**src/rtl/adder_inv_pipe.sv**
```systemverilog
// Recovers the unknown addend (iSum - iData0) in a 2-stage split subtractor; valid/ready on both sides, 2-cycle latency.
// Stalls hold the output registers; define ADDER_INV_SATURATE_EN to clamp oData on underflow/overflow.
module adder_inv_pipe #(
  parameter int BITWIDTH = 32,
  parameter int LOW_W    = BITWIDTH / 2
) (
  input  logic                iClk,
  input  logic                iRstN,
  input  logic                iClr,
  input  logic                iValid,
  output logic                oReady,
  input  logic [BITWIDTH:0]   iSum,
  input  logic [BITWIDTH-1:0] iData0,
  output logic                oValid,
  input  logic                iReady,
  output logic [BITWIDTH-1:0] oData,
  output logic                oUnderflow,
  output logic                oOverflow
);

  localparam int HI_W = BITWIDTH + 1 - LOW_W;

  logic                rst_done;
  logic                s1_valid;
  logic                borrow_lo;
  logic [LOW_W-1:0]    diff_lo;
  logic [HI_W-1:0]     sum_hi;
  logic [HI_W-2:0]     data0_hi;

  logic [LOW_W:0]      lo_full;
  logic [HI_W:0]       hi_full;
  logic                borrow_hi;
  logic [HI_W-1:0]     diff_hi;
  logic [BITWIDTH-1:0] res_data;
  logic                res_over;

  logic                s2_free;
  logic                s1_adv;
  logic                accept;

  assign lo_full   = {1'b0, iSum[LOW_W-1:0]} - {1'b0, iData0[LOW_W-1:0]};
  assign hi_full   = {1'b0, sum_hi} - {2'b00, data0_hi} - {{HI_W{1'b0}}, borrow_lo};
  assign borrow_hi = hi_full[HI_W];
  assign diff_hi   = hi_full[HI_W-1:0];
  assign res_over  = ~borrow_hi & diff_hi[HI_W-1];

  always_comb begin
    res_data = {diff_hi[HI_W-2:0], diff_lo};
`ifdef ADDER_INV_SATURATE_EN
    if (borrow_hi) begin
      res_data = '0;
    end else if (res_over) begin
      res_data = '1;
    end
`endif
  end

  // s2 can take a new beat when empty or when its current beat leaves this edge
  assign s2_free = ~oValid | iReady;
  assign s1_adv  = s1_valid & s2_free;
  assign oReady  = rst_done & (~s1_valid | s1_adv);
  assign accept  = iValid & oReady;

  always_ff @(posedge iClk or negedge iRstN) begin
    if (!iRstN) begin
      rst_done <= 1'b0;
    end else begin
      rst_done <= 1'b1;
    end
  end

  always_ff @(posedge iClk or negedge iRstN) begin
    if (!iRstN) begin
      s1_valid  <= 1'b0;
      diff_lo   <= '0;
      borrow_lo <= 1'b0;
      sum_hi    <= '0;
      data0_hi  <= '0;
    end else if (iClr) begin
      s1_valid  <= 1'b0;
      diff_lo   <= '0;
      borrow_lo <= 1'b0;
      sum_hi    <= '0;
      data0_hi  <= '0;
    end else if (accept) begin
      s1_valid  <= 1'b1;
      diff_lo   <= lo_full[LOW_W-1:0];
      borrow_lo <= lo_full[LOW_W];
      sum_hi    <= iSum[BITWIDTH:LOW_W];
      data0_hi  <= iData0[BITWIDTH-1:LOW_W];
    end else if (s1_adv) begin
      s1_valid  <= 1'b0;
    end
  end

  always_ff @(posedge iClk or negedge iRstN) begin
    if (!iRstN) begin
      oValid     <= 1'b0;
      oData      <= '0;
      oUnderflow <= 1'b0;
      oOverflow  <= 1'b0;
    end else if (iClr) begin
      oValid     <= 1'b0;
      oData      <= '0;
      oUnderflow <= 1'b0;
      oOverflow  <= 1'b0;
    end else if (s1_adv) begin
      oValid     <= 1'b1;
      oData      <= res_data;
      oUnderflow <= borrow_hi;
      oOverflow  <= res_over;
    end else if (iReady) begin
      oValid     <= 1'b0;
    end
  end

endmodule
```
**config.mk**
```make
export PLATFORM = sky130hd
export DESIGN_NAME = adder_inv_pipe
export DESIGN_NICKNAME = d
export VERILOG_FILES = /design/src/rtl/adder_inv_pipe.sv
export SDC_FILE = /design/constraint.sdc
export NUM_CORES = 1
export LEC_CHECK = 0
export CORE_UTILIZATION = 53
export CTS_CLUSTER_DIAMETER = 150
export DETAILED_ROUTE_END_ITERATION = 8
export HOLD_SLACK_MARGIN = 0.08
export PLACE_DENSITY = 0.93
export SLEW_MARGIN = 15
export SYNTH_ARGS = -nofsm -noshare
export SYNTH_HDL_FRONTEND = slang
export SYNTH_SLANG_ARGS = --single-unit
```
**constraint.sdc**
```tcl
create_clock -name iClk -period 3.1 [get_ports iClk]
set_input_delay 0.62 -clock iClk [delete_from_list [all_inputs] [get_ports iClk]]
set_output_delay 0.62 -clock iClk [all_outputs]
set_load 0.1 [all_outputs]
```
# Word level (Yosys, flattened, before mapping)
# Index checks and enable logic that the tools add are counted.
[word_totals]
ff_bits = 87
latchBits = 0
mem_bits_rw = 0
romBits = 0
inputBits = 70
out_inout_bits = 36
word_cells = 46
memories = 0
[classes]
add_sub_neg = 3
multipliers = 0
n_div = 0
order_cmp = 0
eq_ne = 0
n_shift = 0
mux = 20
n_bitwise = 9
n_reduce_logical = 4
[ops]
columns = ["op", "n"]
rows = [
  ["2-to-1 mux 16 bit", 4],
  ["2-to-1 mux 32 bit", 2],
  ["2-to-1 mux 17 bit", 2],
  ["subtractor 17 x 16 -> 18 bit", 1],
  ["subtractor 18 x 1 -> 18 bit", 1],
  ["subtractor 16 x 16 -> 17 bit", 1],
  ["2-to-1 mux 1 bit", 12],
  ["nonzero test 3 bit", 2],
  ["AND 1 bit", 4],
  ["nonzero test 2 bit", 2],
  ["inverter 1 bit", 3],
  ["bitwise OR 1 bit", 2],
]

# Longest topological paths before layout
[logic_depth]
ltp_word = 8
depth_mapped = 11
depth_no_buf = 10

# Worst setup path after synthesis
# No wires, ideal clock.
[synth_path]
path_type = "reg-to-reg"
startpoint = "reg borrow_lo"
endpoint = "reg oData[30]"
t_arrival_ns = 2.455
required_ns = 2.976
path_slack_ns = 0.521
stages_incl_launch_ff = 10
cell_sequence = "dfrtp_1 -> inv_1 -> fa_1 -> fa_1 -> nand2b_1 -> a211oi_2 -> o21ai_1 -> a2111oi_2 -> nor4_1 -> a211o_1"
[synth_via]
elab_chain_len = 3
[synth_rtl]
columns = ["element", "line", "source"]
rows = [
  ["start: declaration", "25", "logic borrow_lo;"],
  ["start signal: assignment", "88", "borrow_lo <= lo_full[LOW_W];"],
  ["subtractor 18 x 1 -> 18 bit", "42", "assign hi_full = {1'b0, sum_hi} - {2'b00, data0_hi} - {{HI_W{1'b0}}, borrow_lo};"],
  ["2-to-1 mux 32 bit", "107", "end else if (s1_adv) begin"],
  ["2-to-1 mux 32 bit", "102", "end else if (iClr) begin"],
  ["end signal: assignment", "109", "oData <= res_data;"],
  ["end: declaration", "16", "output logic [BITWIDTH-1:0] oData,"],
]
# No other way between the ends. The select of a mux whose other input is x is not followed.
# A chain may end at the register's enable or synchronous reset.

# Worst setup path in the final report
# Same ends and word-level chain as after synthesis.

==> results by group <==
Outcome
  – Status: finished clean

Detailed routing
  – First-pass iteration count of the detailed router: 7
  – DR vias: 4931
  – ANT nets after route: 0
  – Post-DR vias/cell: 5.84
  – Residual DRC: 0
  – Routed len/inst: 15.8 um
  – Drt initial violations: 378
  – WL final: roughly 13000 um

Synthesis
  – Post-synth EDFFs: 0
  – Ys flop type: dfrtp_1
  – Asr flop ratio synth: 100%
  – Area share of the largest cell type after synthesis: between 40% and 50%
  – Register area share after synthesis: 40.6%
  – Cell taking the most area after synthesis: dfrtp_1
  – Library cells used by synthesis: ~60
  – Post-synthesis mux area share: 0.560%
  – Post-Synth XOR/XNOR Area: roughly 2.5%
  – Syn Area/Cell: ~8.8 sq um
  – Mapped cell area: 5360 sq um
  – Syn Nets: 727
  – Simple-Gate Fraction of Synth Area: roughly 16%
  – Synth Instances: 607
  – Synth Area in Adders: 12.1%
  – Post-synthesis register bit count: 87
  – Largest family of logic cells by synthesized area: compound AO/OA/AOI/OAI gates
  – Synth Area in Compound Gates: between 20% and 30%
  – Ys Warns: 0
  – Main area contributors after synthesis: dfrtp_1 (41%), ha_1 (11%), nand2_1 (7.6%)

Global route
  – Total gr overflow: 0
  – Largest net degree at the start of global routing: ~90
  – First-pass GRT wire length: approximately 22000 um
  – Total track usage: 26.9%
  – Initial antenna violation count: 0
  – Vias in the first global route: 4828

Clock network
  – CTS clk-pin slew, worst paths: ~0.080 ns
  – Post-CTS resize count: 0
  – H-tree Lvls: 3
  – Setup Fix Bufs, Post-CTS: 0
  – Deepest clock path buffer count: 2
  – Count of clock tree sinks: between 80 and 90
  – Root Buffer: clkbuf_8
  – TritonCTS clock tree: yes
  – Hold-fix buffers, CTS: 0
  – Num CTS Buffers: 9
  – Worst skew pair latency: 0.36 ns

Placed design
  – Global placement routability congestion: 1.01
  – Buffers on Ports: 105
  – HPWL after DPL: 9940 um
  – Pre-CTS setup slack: 0.0505 ns

Floorplan
  – I/O pins: 106
  – Total die area: 10500 sq um
  – Core area: between 9000 and 10000 sq um
  – Starting Density: 54.8%
  – Die Wd: 103 um
  – Die H: 103 um
  – Core Rows: 36

Timing
  – Setup TNS: 0 ns
  – Highest clock rate: 348 MHz
  – Clock Skew: 0.00560 ns
  – RSZ-0062 raised after global routing: no
  – Final hold violation count: 0
  – Final setup viols: 0
  – Max-slew headroom: between 40% and 50%
  – Final WS setup: 0.229 ns
  – Tmin final: 2.87 ns
  – Hold_ws: 0.301 ns
  – Max Transition Viols Final: 0
  – Slew at the pin closest to its max-slew limit: 0.774 ns
  – Period utilization: 92.6%

Critical path
  – Crit-path max cell delay: ~0.47 ns
  – Crit path cell chain: inv_1 -> fa_1 -> fa_1 -> nand2b_1 -> a211oi_2 -> o21ai_1 -> a2111oi_2 -> nor4_1 -> a211o_1
  – Worst endpoint required time: roughly 3.3 ns
  – WS Path Type: register to register
  – Nature of the critical path startpoint: register
  – Most Frequent Cell on Critical Path: fa_1
  – Endpoint class of the critical path: register
  – WP data arrival: 3.12 ns
  – Slowest CP cell: fa_1
  – Critical Path Fanout Max: 3

Power and ir drop
  – Pwr/cell area: 448 nW/um^2
  – Psw: 0.00101 W
  – Seq pwr share: 40.9%
  – Peak supply drop: 0.209 mV
  – Leak: 3.21 nW
  – Fraction of power spent switching nets: 33.6%
  – Internal power: 0.00199 W
  – Combinational cell fraction of total power: a little under a third
  – Total Power: 0.00299 W
  – Clock Power Share: 27.7%

Final layout
  – Layout cells sized above 1: 11.4%
  – Nets: 828
  – Commonest cells after routing, fill and taps aside: nand2_1 (108), dfrtp_1 (87), clkdlybuf4s50_1 (67), inv_1 (65), a21oi_1 (64)
  – Commonest non-fill, non-tap cell in the layout: nand2_1
  – Area delta synth->final: 24.6%
  – Antenna diodes: 0
  – Final core occ: roughly two thirds

Job
  – Max Cap Violations: 0

Min path
  – Hold/Removal Path Class: input port to async pin
==> sequential cells by signal (all words and copies together) (netlist names), 16 cells and up <==
name	flops
data0_hi	16
oData	32
sum_hi	17
diff_lo	16
==> final timing paths <==
| kind | cells after the start | startpoint | endpoint | slack (ns) |
|---|---|---|---|---|
| setup / recovery | 9 | borrow_lo$_DFFE_PN0P_ | oData[30]$_DFFE_PN0P_ | 0.23 |
| hold / removal | 1 | iRstN | sum_hi[13]$_DFFE_PN0P_ | 0.30 |
| setup reg to reg | 9 | borrow_lo$_DFFE_PN0P_ | oData[30]$_DFFE_PN0P_ | 0.23 |
| hold reg to reg | 2 | oData[23]$_DFFE_PN0P_ | oData[23]$_DFFE_PN0P_ | 0.49 |
| max in group asynchronous | 1 | iRstN | data0_hi[3]$_DFFE_PN0P_ | 2.27 |
| min in group iClk | 2 | oData[23]$_DFFE_PN0P_ | oData[23]$_DFFE_PN0P_ | 0.49 |
==> worst max-delay path: cells and delay by family, from the launching register on <==
family / cells / cell delay, ns
flops: 1 / 0.35
compound gates: 4 / 1.16
buf+inv: 1 / 0.06
simple gates: 2 / 0.29
fa+ha+maj: 2 / 0.91
==> final cells by class <==
cell class / instances / area, sq um
clock buffer: 9 / 124
clock inverter: 5 / 75.1
fill: 725 / 3100
inverter: 66 / 248
multi-input combinational: 429 / 2840
sequential: 87 / 2180
tap: 133 / 166
timing repair buffer: 115 / 1040
==> power by group through the flow <==
stage                     Sequential [W]  Clock (W)  Combinational (W)
final                            0.00123   0.000828           0.000940
after global routing             0.00123   0.000884            0.00102
after CTS                        0.00123   0.000837           0.000926
after detailed placement         0.00125          0           0.000916
after global placement           0.00124          0           0.000881
after floorplan                  0.00138          0           0.000502
==> cell families after synthesis <==
family,after synthesis
compound gates,172
xor+xnor,15
fa+ha+maj,50
buf+inv,91
flops,87
mux,3
other cells,1
simple gates,188
==> cell usage after synthesis (all sizes together) (3+ instances only) <==
cell / instances
nand2b: 3
nand2: 108
nor3: 5
dfrtp: 87
o21a: 4
xor2: 7
and3: 10
o21ai: 31
a21oi: 66
a211o: 5
a22o: 19
buf: 9
clkbuf: 16
mux2i: 3
nor2b: 4
a31oi: 4
a211oi: 4
o31ai: 4
nor2: 19
or3: 5
inv: 66
o21bai: 3
xnor2: 8
ha: 47
and2: 4
nand3: 13
nand3b: 3
fa: 3
nand4: 7
a21o: 11
==> per-layer routing <==
| metal | part of all wire [%] | routed length [um] | track usage (%) | vias to the layer above |
|---|---|---|---|---|
| met5 | 0 | 0 | 0 | - |
| met4 | 2.9 | 390 | 12.1 | 0 |
| met3 | 6.6 | 881 | 5.22 | 50 |
| met2 | 50 | 6700 | 46.2 | 228 |
| met1 | 40 | 5390 | 32.9 | 2356 |
| li1 | - | - | - | 2297 |
==> stage by stage <==
step	instance area, sq um	std cells
2_1_floorplan	5360	607
3_3_place_gp	6470	830
3_5_place_dp	6470	830
4_1_cts	6670	844
5_1_grt	6680	844
6_report	6680	844
Note: power is estimated with default switching activity, not from simulation.
==> RTL change, RTL diff (config.mk and constraints unchanged) <==
The option `ADDER_INV_SATURATE_EN` is turned on by a define.
--- a/src/rtl/adder_inv_pipe.sv
+++ b/src/rtl/adder_inv_pipe.sv
@@ -1,5 +1,7 @@
 // Recovers the unknown addend (iSum - iData0) in a 2-stage split subtractor; valid/ready on both sides, 2-cycle latency.
 // Stalls hold the output registers; define ADDER_INV_SATURATE_EN to clamp oData on underflow/overflow.
+`define ADDER_INV_SATURATE_EN
+
 module adder_inv_pipe #(
   parameter int BITWIDTH = 32,
   parameter int LOW_W    = BITWIDTH / 2
Function: changed (a bounded check fails within 4 cycles, from zero or initial values and one cycle with iRstN low).
==> RTL change against the unedited design <==
The run now ends with setup timing left. Critical endpoint is now oData[24]. Sequential cell count is the same. Hold slack got worse by 28 ps. Design area increased by 5.5%. Critical path type unchanged. Synthesized area up 3.7%. Via count grew 2.4%. Largest cell class unchanged. Setup slack worse by 370 ps. Power is 13% higher. Sequential share of layout area decreased by 1.7 points. Wire length grew 1.8%.
==> RTL change: results (changes against the unedited design) <==
| Metric | Value |
|---|---|
| Post-DP HPWL | `9.908 mm (was 9.944 mm)` |
| Diode count | `0 (unchanged)` |
| Setup Buffers After CTS | `2 (was 0)` |
| Worst path max stage delay | `520 ps (was 470 ps)` |
| Yosys cell types | `57 (was 61)` |
| Filler instances | `766 (was 725)` |
| Status | `finished, violations left (was complete, no violations)` |
| Post-synth net total | `779 (was 727)` |
| Reg2reg path depth | `14 (was 9)` |
| Post-cts sizing count | `16 (was 0)` |
| GP Congestion | `0.9005 (was 1.014)` |
| First-pass GRT wire length | `22.34 mm (was 21.98 mm)` |
| Detail Route met2 WL | `6.593 mm (was 6.702 mm)` |
| Failing checks | `setup timing` |
| GRT met1 Usage | `32.65% (was 32.86%)` |
| Finished Layout Cells | `911 (was 844)` |
| Switching Fraction | `36.66% (was 33.59%)` |
| Setup ws final | `-136.6 ps (was 228.6 ps)` |
| Cells after synthesis | `659 (was 607)` |
| Reg2Reg Capture Point | `oData[24] (was oData[30])` |
| Largest cells by area after synthesis | `dfrtp_1 39%, ha_1 11%, nand2_1 8.7%, a21oi_1 5.9%, inv_1 4.9% (was dfrtp_1 41%, ha_1 11%, nand2_1 7.6%, a21oi_1 6.1%, inv_1 4.6%)` |
| Worst EP arrival | `3500 ps (was 3120 ps)` |
| GRT Overall Usage | `25.72% (was 26.91%)` |
| Endpoints failing setup | `33 (was 0)` |
| Max FO, Critical Path | `15 (was 3)` |
| Maximum vdd drop | `268.1 uV (was 209.3 uV)` |
| Post-synthesis sequential area ratio | `39.18% (was 40.63%)` |
| Worst-Margin Slew | `772.4 ps (was 774.2 ps)` |
| Pleak | `0.003392 uW (was 0.003215 uW)` |
| Slowest cell on the critical path | `fa_1 (unchanged)` |
| Placed cells | `891 (was 830)` |
| Synth top cells by count | `129 x nand2_1, 87 x dfrtp_1, 73 x inv_1 (was 108 x nand2_1, 87 x dfrtp_1, 65 x a21oi_1, 65 x inv_1, 47 x ha_1)` |
| Fin Clk Skew | `5.968 ps (was 5.599 ps)` |
| Metal3 WL | `790 um (was 881 um)` |
| Routed wire length | `13.62 mm (was 13.37 mm)` |
| Highest metal used | `met4 (unchanged)` |
| Met3 Use GR | `4.825% (was 5.220%)` |
| Number of global-route vias before repair | `4872 (was 4828)` |
| Drt pass-1 iters | `5 (was 7)` |
| M1 WL | `5.914 mm (was 5.393 mm)` |
| GR Util met2 | `42.57% (was 46.15%)` |
| Dpl ws | `-256.7 ps (was 50.46 ps)` |
| Fin Hold WS | `273.2 ps (was 301.2 ps)` |
| Layout cell share with drive strength beyond 1 | `17.03% (was 11.39%)` |
| Via-per-instance ratio | `5.544 (was 5.842)` |
| Iter 0 DRT Violations | `371 (was 378)` |
-- RTL change: kinds of logic (layout without fill, tap and decap cells) --
| kind of cell | Yosys count | after routing | share of synthesized area, % |
|---|---|---|---|
| mux | 1 | 1 | 0.1801 |
| compound gates | 168 | 168 | 20.36 |
| other cells | 1 | 1 | 0.06749 |
| buf+inv | 102 | 218 | 7.836 |
| simple gates | 232 | 232 | 17.88 |
| xor+xnor | 18 | 18 | 2.837 |
| fa+ha+maj | 50 | 50 | 11.66 |
| flops | 87 | 87 | 39.18 |
-- RTL change: power groups by stage --
stage / logic, uW / registers (uW) / clock network [uW]
after floorplan: 680 / 1430 / 0
after global placement: 1190 / 1250 / 0
after detailed placement: 1230 / 1260 / 0
after CTS: 1290 / 1230 / 848
after global routing: 1430 / 1240 / 887
final: 1330 / 1240 / 835
-- RTL change: worst max-delay path by stage --
stage                    from   endpoint  slack (ps)  cells past startpoint
floorplan           borrow_lo  oOverflow          70                     12
global placement    borrow_lo  oData[12]         -50                     13
detailed placement  borrow_lo  oData[11]        -260                     14
CTS                 borrow_lo  oData[24]         -80                     14
global route        borrow_lo  oData[28]        -210                     14
finish              borrow_lo  oData[24]        -140                     14
-- RTL change: cell type report --
cell class,count,area share (%)
inverters,73,3.890
flip-flops and latches,87,30.91
well taps,136,2.416
clock inverters,3,0.5684
multi-input cells,470,42.75
repair buffers,129,17.07
clock buffers,13,2.398
-- RTL change: through the flow --
step	TNS (ps)	cell area [um^2]
2_1_floorplan	0	5557
5_1_grt	-5737	7044
3_3_place_gp	-1026	6723
4_1_cts	-1822	7009
6_report	-2749	7044
3_5_place_dp	-7094	6723
